===== src/rtl/conv_pkg.sv =====
// Shared types and helpers for the convolution window controller.
package conv_pkg;

  typedef enum logic {
    IDLE   = 1'b0,
    ACTIVE = 1'b1
  } state_t;

  // Number of window positions along one axis of the image.
  function automatic int out_dim(input int img, input int k, input int stride);
    return (img - k) / stride + 1;
  endfunction

endpackage


===== src/rtl/stride_phase_cnt.sv =====
// One axis of the raster position tracker: a wrapping position counter plus a
// stride phase counter that is zero exactly on the window-completing positions.
// i_load makes the current beat behave as position 0 (start of frame).
module stride_phase_cnt #(
  parameter int N      = 32,
  parameter int K      = 5,
  parameter int STRIDE = 1,
  parameter int W      = 5
) (
  input  logic         i_clk,
  input  logic         i_rst_n,
  input  logic         i_load,
  input  logic         i_adv,
  output logic [W-1:0] o_pos,
  output logic         o_at_last,
  output logic         o_hit
);

  localparam int PW = (STRIDE > 1) ? $clog2(STRIDE) : 1;
  localparam logic [W-1:0]  POS_LAST  = W'(N - 1);
  localparam logic [W-1:0]  POS_FIRST = W'(K - 1);
  localparam logic [PW-1:0] PH_LAST   = PW'(STRIDE - 1);

  logic [W-1:0]  r_pos;
  logic [PW-1:0] r_ph;
  logic [W-1:0]  w_pos;
  logic [W-1:0]  w_pos_nx;
  logic [PW-1:0] w_ph;
  logic [PW-1:0] w_ph_nx;
  logic          w_in_win;

  // Effective position for this beat, window test and next-state values.
  always_comb begin
    w_pos     = i_load ? '0 : r_pos;
    w_ph      = i_load ? '0 : r_ph;
    w_in_win  = (w_pos >= POS_FIRST);
    o_at_last = (w_pos == POS_LAST);
    o_hit     = w_in_win && (w_ph == '0);
    w_pos_nx  = o_at_last ? '0 : w_pos + 1'b1;
    if (o_at_last || !w_in_win)
      w_ph_nx = '0;
    else if (w_ph == PH_LAST)
      w_ph_nx = '0;
    else
      w_ph_nx = w_ph + 1'b1;
  end

  // Position and phase registers; a load without advance still restarts the axis.
  always_ff @(posedge i_clk or negedge i_rst_n) begin
    if (!i_rst_n) begin
      r_pos <= '0;
      r_ph  <= '0;
    end else if (i_adv) begin
      r_pos <= w_pos_nx;
      r_ph  <= w_ph_nx;
    end else if (i_load) begin
      r_pos <= '0;
      r_ph  <= '0;
    end
  end

  assign o_pos = r_pos;

endmodule


===== src/rtl/conv_window_ctrl.sv =====
// Valid-window controller: tracks raster position of accepted pixels, flags
// the ones completing a KxK window at STRIDE, and reports output coordinates,
// row/frame ends and frame completion.
// Optional sticky framing error output o_err: define CONV_WINDOW_CTRL_ERR_EN.
module conv_window_ctrl
  import conv_pkg::*;
#(
  parameter int IMG_W  = 32,
  parameter int IMG_H  = 32,
  parameter int K      = 5,
  parameter int STRIDE = 1
) (
  input  logic i_clk,
  input  logic i_rst_n,
  input  logic i_valid,
  input  logic i_sof,
  output logic o_valid,
  output logic [((out_dim(IMG_W, K, STRIDE) > 1) ? $clog2(out_dim(IMG_W, K, STRIDE)) : 1)-1:0] o_col,
  output logic [((out_dim(IMG_H, K, STRIDE) > 1) ? $clog2(out_dim(IMG_H, K, STRIDE)) : 1)-1:0] o_row,
  output logic o_eol,
  output logic o_eof,
  output logic o_frame_done,
  output logic o_busy
`ifdef CONV_WINDOW_CTRL_ERR_EN
  ,
  output logic o_err
`endif
);

  localparam int OUT_W = out_dim(IMG_W, K, STRIDE);
  localparam int OUT_H = out_dim(IMG_H, K, STRIDE);
  localparam int CW    = (IMG_W > 1) ? $clog2(IMG_W) : 1;
  localparam int RW    = (IMG_H > 1) ? $clog2(IMG_H) : 1;
  localparam int OCW   = (OUT_W > 1) ? $clog2(OUT_W) : 1;
  localparam int ORW   = (OUT_H > 1) ? $clog2(OUT_H) : 1;
  localparam logic [OCW-1:0] OC_LAST = OCW'(OUT_W - 1);
  localparam logic [ORW-1:0] OR_LAST = ORW'(OUT_H - 1);

  state_t         r_state;
  logic           r_valid;
  logic [OCW-1:0] r_col;
  logic [ORW-1:0] r_row;
  logic           r_eol;
  logic           r_eof;
  logic           r_frame_done;
  logic [OCW-1:0] r_oc_nx;
  logic [ORW-1:0] r_or_nx;

  logic [CW-1:0]  w_col_pos;
  logic [RW-1:0]  w_row_pos;
  logic           w_col_last;
  logic           w_row_last;
  logic           w_col_hit;
  logic           w_row_hit;
  logic           w_load;
  logic           w_hit;
  logic           w_last_pix;
  logic [OCW-1:0] w_oc;
  logic [ORW-1:0] w_or;
  logic           w_eol;
  logic           w_eof;

  assign w_load = i_valid && i_sof;

  stride_phase_cnt #(
    .N(IMG_W), .K(K), .STRIDE(STRIDE), .W(CW)
  ) u_col (
    .i_clk     (i_clk),
    .i_rst_n   (i_rst_n),
    .i_load    (w_load),
    .i_adv     (i_valid),
    .o_pos     (w_col_pos),
    .o_at_last (w_col_last),
    .o_hit     (w_col_hit)
  );

  stride_phase_cnt #(
    .N(IMG_H), .K(K), .STRIDE(STRIDE), .W(RW)
  ) u_row (
    .i_clk     (i_clk),
    .i_rst_n   (i_rst_n),
    .i_load    (w_load),
    .i_adv     (i_valid && w_col_last),
    .o_pos     (w_row_pos),
    .o_at_last (w_row_last),
    .o_hit     (w_row_hit)
  );

  // Window qualification and output coordinate for the pixel on the input this cycle.
  always_comb begin
    w_hit      = i_valid && w_col_hit && w_row_hit;
    w_last_pix = i_valid && w_col_last && w_row_last;
    w_oc       = w_load ? '0 : r_oc_nx;
    w_or       = w_load ? '0 : r_or_nx;
    w_eol      = (w_oc == OC_LAST);
    w_eof      = w_eol && (w_or == OR_LAST);
  end

  // Frame state: any accepted pixel starts a frame, the last raster pixel ends it.
  always_ff @(posedge i_clk or negedge i_rst_n) begin
    if (!i_rst_n)
      r_state <= IDLE;
    else if (i_valid)
      r_state <= w_last_pix ? IDLE : ACTIVE;
  end

  // Output coordinate counters, advanced once per qualifying window.
  always_ff @(posedge i_clk or negedge i_rst_n) begin
    if (!i_rst_n) begin
      r_oc_nx <= '0;
      r_or_nx <= '0;
    end else if (w_hit) begin
      if (w_eol) begin
        r_oc_nx <= '0;
        r_or_nx <= w_eof ? '0 : w_or + 1'b1;
      end else begin
        r_oc_nx <= w_oc + 1'b1;
        r_or_nx <= w_or;
      end
    end else if (w_load) begin
      r_oc_nx <= '0;
      r_or_nx <= '0;
    end
  end

  // Registered output stream; coordinates hold between windows.
  always_ff @(posedge i_clk or negedge i_rst_n) begin
    if (!i_rst_n) begin
      r_valid      <= 1'b0;
      r_col        <= '0;
      r_row        <= '0;
      r_eol        <= 1'b0;
      r_eof        <= 1'b0;
      r_frame_done <= 1'b0;
    end else begin
      r_valid      <= w_hit;
      r_eol        <= w_hit && w_eol;
      r_eof        <= w_hit && w_eof;
      r_frame_done <= w_last_pix;
      if (w_hit) begin
        r_col <= w_oc;
        r_row <= w_or;
      end
    end
  end

  assign o_valid      = r_valid;
  assign o_col        = r_col;
  assign o_row        = r_row;
  assign o_eol        = r_eol;
  assign o_eof        = r_eof;
  assign o_frame_done = r_frame_done;
  assign o_busy       = (r_state == ACTIVE);

`ifdef CONV_WINDOW_CTRL_ERR_EN
  logic r_err;
  logic r_done_seen;
  logic w_trunc;
  logic w_nosof;

  assign w_trunc = w_load && (r_state == ACTIVE) && ((w_col_pos != '0) || (w_row_pos != '0));
  assign w_nosof = i_valid && !i_sof && (r_state == IDLE) && r_done_seen;

  // Sticky framing error: SOF cutting a frame short, or a frame started without SOF.
  always_ff @(posedge i_clk or negedge i_rst_n) begin
    if (!i_rst_n) begin
      r_err       <= 1'b0;
      r_done_seen <= 1'b0;
    end else begin
      if (i_valid)
        r_done_seen <= w_last_pix;
      if (w_trunc || w_nosof)
        r_err <= 1'b1;
    end
  end

  assign o_err = r_err;
`else
  logic w_unused_pos;
  assign w_unused_pos = ^{w_col_pos, w_row_pos};
`endif

endmodule


===== config.mk =====
export PLATFORM = sky130hd
export DESIGN_NAME = conv_window_ctrl
export DESIGN_NICKNAME = d
export VERILOG_FILES = /design/src/rtl/conv_pkg.sv /design/src/rtl/stride_phase_cnt.sv /design/src/rtl/conv_window_ctrl.sv
export SDC_FILE = /design/constraint.sdc
export NUM_CORES = 1
export LEC_CHECK = 0
export CAP_MARGIN = 20
export CORE_UTILIZATION = 55
export DETAILED_ROUTE_END_ITERATION = 12
export GPL_TIMING_DRIVEN = 0
export PLACE_DENSITY_LB_ADDON = 0.1
export SLEW_MARGIN = 40
export SYNTH_ARGS = -nofsm -noshare
export SYNTH_HDL_FRONTEND = slang
export SYNTH_HIERARCHICAL = 1
export SYNTH_SLANG_ARGS = --single-unit

===== constraint.sdc =====
create_clock -name i_clk -period 2 [get_ports i_clk]
set_input_delay 0.3 -clock i_clk [delete_from_list [all_inputs] [get_ports i_clk]]
set_output_delay 0.3 -clock i_clk [all_outputs]
set_load 0.1 [all_outputs]

==> results of run 1 <==
## synthesized netlist by cell type
| library cell | instances | area, um^2 |
|---|---|---|
| and3_1 | 1 | 6.26 |
| or3_1 | 4 | 25.0 |
| a21boi_1 | 1 | 7.51 |
| xnor2_1 | 2 | 17.5 |
| o2bb2ai_1 | 1 | 8.76 |
| and2b_1 | 1 | 7.51 |
| buf_4 | 2 | 15.0 |
| nand3_2 | 1 | 10.0 |
| clkinv_1 | 1 | 3.75 |
| nand3_1 | 10 | 50.1 |
| a21oi_1 | 8 | 40.0 |
| clkbuf_1 | 1 | 3.75 |
| nand4b_4 | 1 | 23.8 |
| nor3b_1 | 4 | 30.0 |
| nand2b_1 | 2 | 12.5 |
| nand2_1 | 33 | 124 |
| nand4b_1 | 1 | 8.76 |
| nor3_1 | 5 | 25.0 |
| mux2_2 | 3 | 33.8 |
| a21o_1 | 1 | 7.51 |
| or2b_1 | 4 | 30.0 |
| nor2_1 | 6 | 22.5 |
| a21boi_0 | 1 | 7.51 |
| o21ai_0 | 17 | 85.1 |
| nand4_1 | 4 | 25.0 |
| nor2b_1 | 4 | 25.0 |
| ha_1 | 6 | 75.1 |
| dfrtp_1 | 37 | 926 |
| buf_2 | 2 | 10.0 |
| and2_1 | 1 | 6.26 |
| nor3_4 | 1 | 16.3 |
| inv_1 | 7 | 26.3 |
| mux2i_1 | 3 | 30.0 |
## flip-flops by register name, summed over array words and instances, names as in the netlist, 5 cells and up
| name | count |
|---|---|
| o_row | 5 |
| o_col | 5 |
| u_row/o_pos | 5 |
| r_or_nx | 5 |
| u_col/o_pos | 5 |
| r_oc_nx | 5 |
## cell families after synthesis
group	count (synthesis)	share of synthesized area, %
flip-flops	37	53.0
AND/OR/NAND/NOR	83	25.7
XOR/XNOR	2	1.00
adder cells (fa/ha/maj)	6	4.30
multiplexers	6	3.66
buffers and inverters	13	3.37
AO/OA/AOI/OAI	29	8.96
## power groups by stage
| stage | registers (uW) | logic (uW) | clock network (uW) |
|---|---|---|---|
| 3_5_place_dp | 813 | 122 | 0 |
| 3_3_place_gp | 813 | 113 | 0 |
| 6_report | 800 | 133 | 452 |
| 4_1_cts | 799 | 131 | 461 |
| 5_1_grt | 805 | 150 | 491 |
| 2_1_floorplan | 818 | 69.3 | 0 |
## through the flow
stage | power (uW) | util [%] | TNS [ps]
2_1_floorplan | 888 | - | 0
3_3_place_gp | 926 | 65.4 | -22800
3_5_place_dp | 936 | 63.7 | -19040
4_1_cts | 1390 | 68.3 | 0
5_1_grt | 1450 | 68.8 | 0
6_report | 1380 | 68.8 | 0
## layout make-up
cell class	count	area, um^2	area share, %
plain buffers	5	31.3	1.50
clock buffers	7	65.1	3.12
clock inverters	1	5.00	0.240
inverters	8	33.8	1.62
multi-input cells	126	776	37.2
flip-flops and latches	37	926	44.4
well taps	44	55.1	2.64
repair buffers	27	188	9.00
repair inverters	1	5.00	0.240
## metal layers
metal	global-route usage, %	share of wire, %	vias to the layer above
li1	-	-	674
met4	10.2	1.5	0
met5	0	0	-
met2	39.2	51	21
met3	6.81	3.3	7
met1	28.7	44	676
## repair_timing
item | 4_1_cts | 5_1_grt
pin swaps | 3 | 0
hold endpoints to repair | 16 | 0
gates resized for setup | 6 | 4
setup buffers | 6 | 1
hold buffers | 1 | 0
gates cloned | 1 | 0
endpoints found under the setup margin | 29 | 6
## path summary, 6_finish.rpt
check,end,from,depth (start not counted),slack (ps)
worst min register to register,o_col[4],o_col[4],2,480
min in group i_clk,o_busy,i_valid,3,460
worst max-delay path,o_col[1],i_valid,9,150
max in group asynchronous,o_row[4],i_rst_n,3,1140
worst max register to register,o_col[1],u_row/o_pos[2],7,210
worst min-delay path,r_oc_nx[3],i_rst_n,2,410
==> results by group, run 1 <==
Cells and area
  • Most frequent cells in the layout: dfrtp_1 (37), nand2_1 (32), o21ai_0 (17), buf_2 (17), nand3_1 (10)
  • Share of cells above drive strength 1: 23.1%
  • Diode count: 0
  • Non-filler cells, final: 256
  • Commonest non-fill, non-tap cell in the layout: dfrtp_1
  • Final instance area: 2080 um^2
  • Area growth syn-to-layout: 19.4%
  • Post-layout net count: 221
  • Fillers: 250

Clock tree
  • Sink Count: 37
  • CTS tree: built
  • Clock Latency Late Sink: 350 ps
  • H-Tree Depth: 2
  • Clk root buf: clkbuf_4
  • CTS Buf Count: 5
  • Reg clk slew, reported paths: 110 ps
  • Clk buf depth: 2

Route
  • Post-route ant nets: 0
  • DRT iter0 DRCs: 65
  • WL final: 3430 um
  • Via count: 1378
  • Wirelength per Cell: 13.4 um
  • First-pass iteration count of the detailed router: 4
  • Vias per Instance: 5.38
  • Residual DRC: 0

Pwr
  • Net Sw Frac: 25.3%
  • Sequential power share: 57.8%
  • Maximum vdd drop: 0.397 mV
  • Static Leak: 0.00107 uW
  • Psw: 351 uW
  • Comb pwr share: 9.6%
  • Clk pwr share: 32.6%
  • Pwr Density: 664 nW/um^2
  • Internal power: 1030 uW

Timing
  • Slew headroom: 67.5%
  • Minimum clock period: 1850 ps
  • Final WS setup: 151 ps
  • Skew final: 7.43 ps
  • Final hold vios: 0
  • Max-slew violations: 0
  • RSZ-0062 raised after global routing: no
  • Fin crit share: 92.4%
  • Slew @ Worst Pin: 491 ps
  • Final hold slack: 410 ps
  • Final setup violation count: 0
  • Fmax: 541 MHz

Setup path
  • Buf/Inv on CP: 4
  • Setup crit end kind: flop
  • CP max FO: 10
  • Slowest CP cell: dlygate4sd2_1
  • Crit-path max cell delay: 310 ps
  • Top cell family by delay on the critical path: buffers and inverters
  • Startpoint class of the critical path: primary input
  • Data arrival time of the worst path: 2050 ps
  • Crit path kind: primary input to flop
  • CP Cell Sequence: dlygate4sd2_1 -> nand2_2 -> clkinvlp_4 -> nor3_1 -> nand3_2 -> clkbuf_1 -> buf_2 -> nand2_1 -> o21ai_0
  • Worst Path Required: 2200 ps

Yosys
  • Post-synthesis cell area: 1750 um^2
  • Syn Area/Cell: 9.92 um^2
  • Yosys reg bits: 37
  • Synth warn: 6
  • Post-Synthesis Cells: 176
  • Register area share after synthesis: 53.0%
  • Post-Syn Nets: 186
  • Yosys cell types: 33

Place
  • Placer Congestion: 0.839
  • Dpl cell area: 1930 um^2
  • Placed insts: 239
  • Dpl ws: -774 ps
  • Buffers on Ports: 18
  • DP HPWL: 2340 um

Floorplan
  • Die extent in x: 58.3 um
  • Starting Density: 57.6%
  • Die Ht: 58.3 um
  • Core area: 3030 um^2
  • Number of I/O pins: 19
  • Die ar.: 3400 um^2
  • # rows: 20

GRT
  • Remaining global-route overflow: 0
  • Largest net degree at the start of global routing: 22
  • Overall Global Routing Usage: 23.6%
  • First-pass GRT wire length: 5930 um
  • Initial antenna violation count: 0
  • Vias in the first global route: 1337

Outcome
  • Status: finished, final reports clean

Worst hold path
  • Hold Crit Class: primary input to asynchronous set/reset pin

Flow run
  • Maxcap violations: 0
No activity file was read; power rests on OpenSTA's default activity.
==> run 2, diff against run 1 <==
Settings changed: CELL_PAD_IN_SITES_DETAIL_PLACEMENT set to 1, CELL_PAD_IN_SITES_GLOBAL_PLACEMENT set to 2, CORE_UTILIZATION 55 to 35.
==> results by group, run 2 (same netlist as run 1, synthesis figures left out) <==
Outcome
  • Status: finished, final reports clean

GRT
  • Overall Global Routing Usage: 17.5%
  • Largest net degree at the start of global routing: 38
  • Remaining global-route overflow: 0
  • First-pass GRT wire length: 6870 um
  • Initial antenna violation count: 0
  • Vias in the first global route: 1411

Route
  • Wirelength per Cell: 14.3 um
  • Max Used Layer: met4
  • Vias per Instance: 4.85
  • First-pass iteration count of the detailed router: 4
  • Met2 wire len: 1960 um
  • WL final: 4010 um
  • Post-route ant nets: 0
  • DRT iter0 DRCs: 28
  • Wl on met1: 1900 um
  • Via count: 1364
  • Residual DRC: 0
  • Metal3 WL: 87 um

Timing
  • Final hold slack: 352 ps
  • Final WS setup: 176 ps
  • Fmax: 548 MHz
  • RSZ-0062 raised after global routing: no
  • Skew final: 11.0 ps
  • Max-slew violations: 0
  • Fin crit share: 91.2%
  • Final setup violation count: 0
  • Slew @ Worst Pin: 490 ps
  • Final hold vios: 0
  • Slew headroom: 67.6%
  • Minimum clock period: 1820 ps

Setup path
  • Data arrival time of the worst path: 2040 ps
  • Worst Path Required: 2210 ps
  • Startpoint class of the critical path: flop
  • Setup crit end kind: flop
  • CP max FO: 8
  • Crit path kind: flop to flop

Clock tree
  • Clk buf depth: 2
  • H-Tree Depth: 2
  • Sink Count: 37
  • Clk root buf: clkbuf_8
  • Clock Latency Late Sink: 290 ps
  • CTS tree: built
  • Reg clk slew, reported paths: 80 ps
  • CTS Buf Count: 5

Cells and area
  • Share of cells above drive strength 1: 25.7%
  • Commonest non-fill, non-tap cell in the layout: dfrtp_1
  • Post-layout net count: 223
  • Fillers: 557
  • Most frequent cells in the layout: dfrtp_1 (37), nand2_1 (32), o21ai_0 (17), buf_2 (16), buf_4 (14)
  • Area growth syn-to-layout: 22.8%
  • Diode count: 0

Pwr
  • Maximum vdd drop: 0.385 mV
  • Pwr Density: 706 nW/um^2
  • Static Leak: 0.00109 uW

Place
  • DP HPWL: 2680 um
  • Buffers on Ports: 18
  • Placer Congestion: 0.743
  • Dpl ws: -823 ps

Floorplan
  • # rows: 25
  • Die Ht: 72.6 um
  • Core area: 4750 um^2
  • Starting Density: 36.7%
  • Number of I/O pins: 19
  • Die extent in x: 72.6 um
  • Die ar.: 5270 um^2

Flow run
  • Maxcap violations: 0

Worst hold path
  • Hold Crit Class: primary input to flop
==> run 2: critical path, cell delays in order (launching register included) <==
cell,delay [ps]
dfrtp_1,410
nand3_1,130
nor3b_2,180
ha_2,220
and2_1,120
buf_4,150
nand2b_1,80
or3_1,310
a21oi_1,140
==> run 2: final cells by class <==
| type | count | area, um^2 | share of cell area, % |
|---|---|---|---|
| inverters | 8 | 33.8 | 1.58 |
| repair inverters | 1 | 5.00 | 0.234 |
| plain buffers | 5 | 32.5 | 1.52 |
| clock buffers | 7 | 96.3 | 4.50 |
| repair buffers | 29 | 178 | 8.29 |
| flip-flops and latches | 37 | 926 | 43.2 |
| multi-input cells | 126 | 783 | 36.5 |
| clock inverters | 1 | 5.00 | 0.234 |
| well taps | 67 | 83.8 | 3.91 |
==> run 2: per-stage QoR <==
| step | total power [uW] | instances | util, % | setup TNS, ps | area, um^2 |
|---|---|---|---|---|---|
| finish | 1510 | 281 | 45.1 | 0 | 2140 |
| global placement | 929 | 261 | 42.3 | -29800 | 2010 |
| CTS | 1540 | 276 | 44.3 | 0 | 2110 |
| detailed placement | 936 | 261 | 40.6 | -22020 | 1930 |
| floorplan | 888 | 176 | - | 0 | 1750 |
| global route | 1580 | 281 | 45.1 | 0 | 2140 |
==> run 2: layer usage <==
metal | track usage, % | up-vias
met4 | 6.54 | 0
met1 | 23.0 | 671
li1 | - | 676
met5 | 0 | -
met3 | 4.14 | 4
met2 | 28.0 | 13
==> run 2: power breakdown <==
part	switching (uW)	internal, uW
sequential	29.8	773
clock	270	312
combinational	77.5	52.3
total	377	1140
==> run 2: worst paths after layout <==
check	from	end	slack, ps	cells past startpoint
min	i_valid	o_busy	350	3
max reg2reg	u_col/o_pos[1]	u_row/o_pos[2]	180	8
min reg2reg	o_col[4]	o_col[4]	460	2
max in group asynchronous	i_rst_n	u_col/o_pos[4]	1150	2
min in group asynchronous	i_rst_n	u_row/o_pos[2]	500	2
max	u_col/o_pos[1]	u_row/o_pos[2]	180	8
==> run 2: repair_timing <==
action | in CTS | in global routing
setup endpoints to repair | 32 | 18
gates cloned | 1 | 0
setup buffers | 5 | 5
pin swaps | 2 | 3
hold buffers | 1 | 0
hold endpoints to repair | 37 | 0
gates resized for setup | 9 | 7
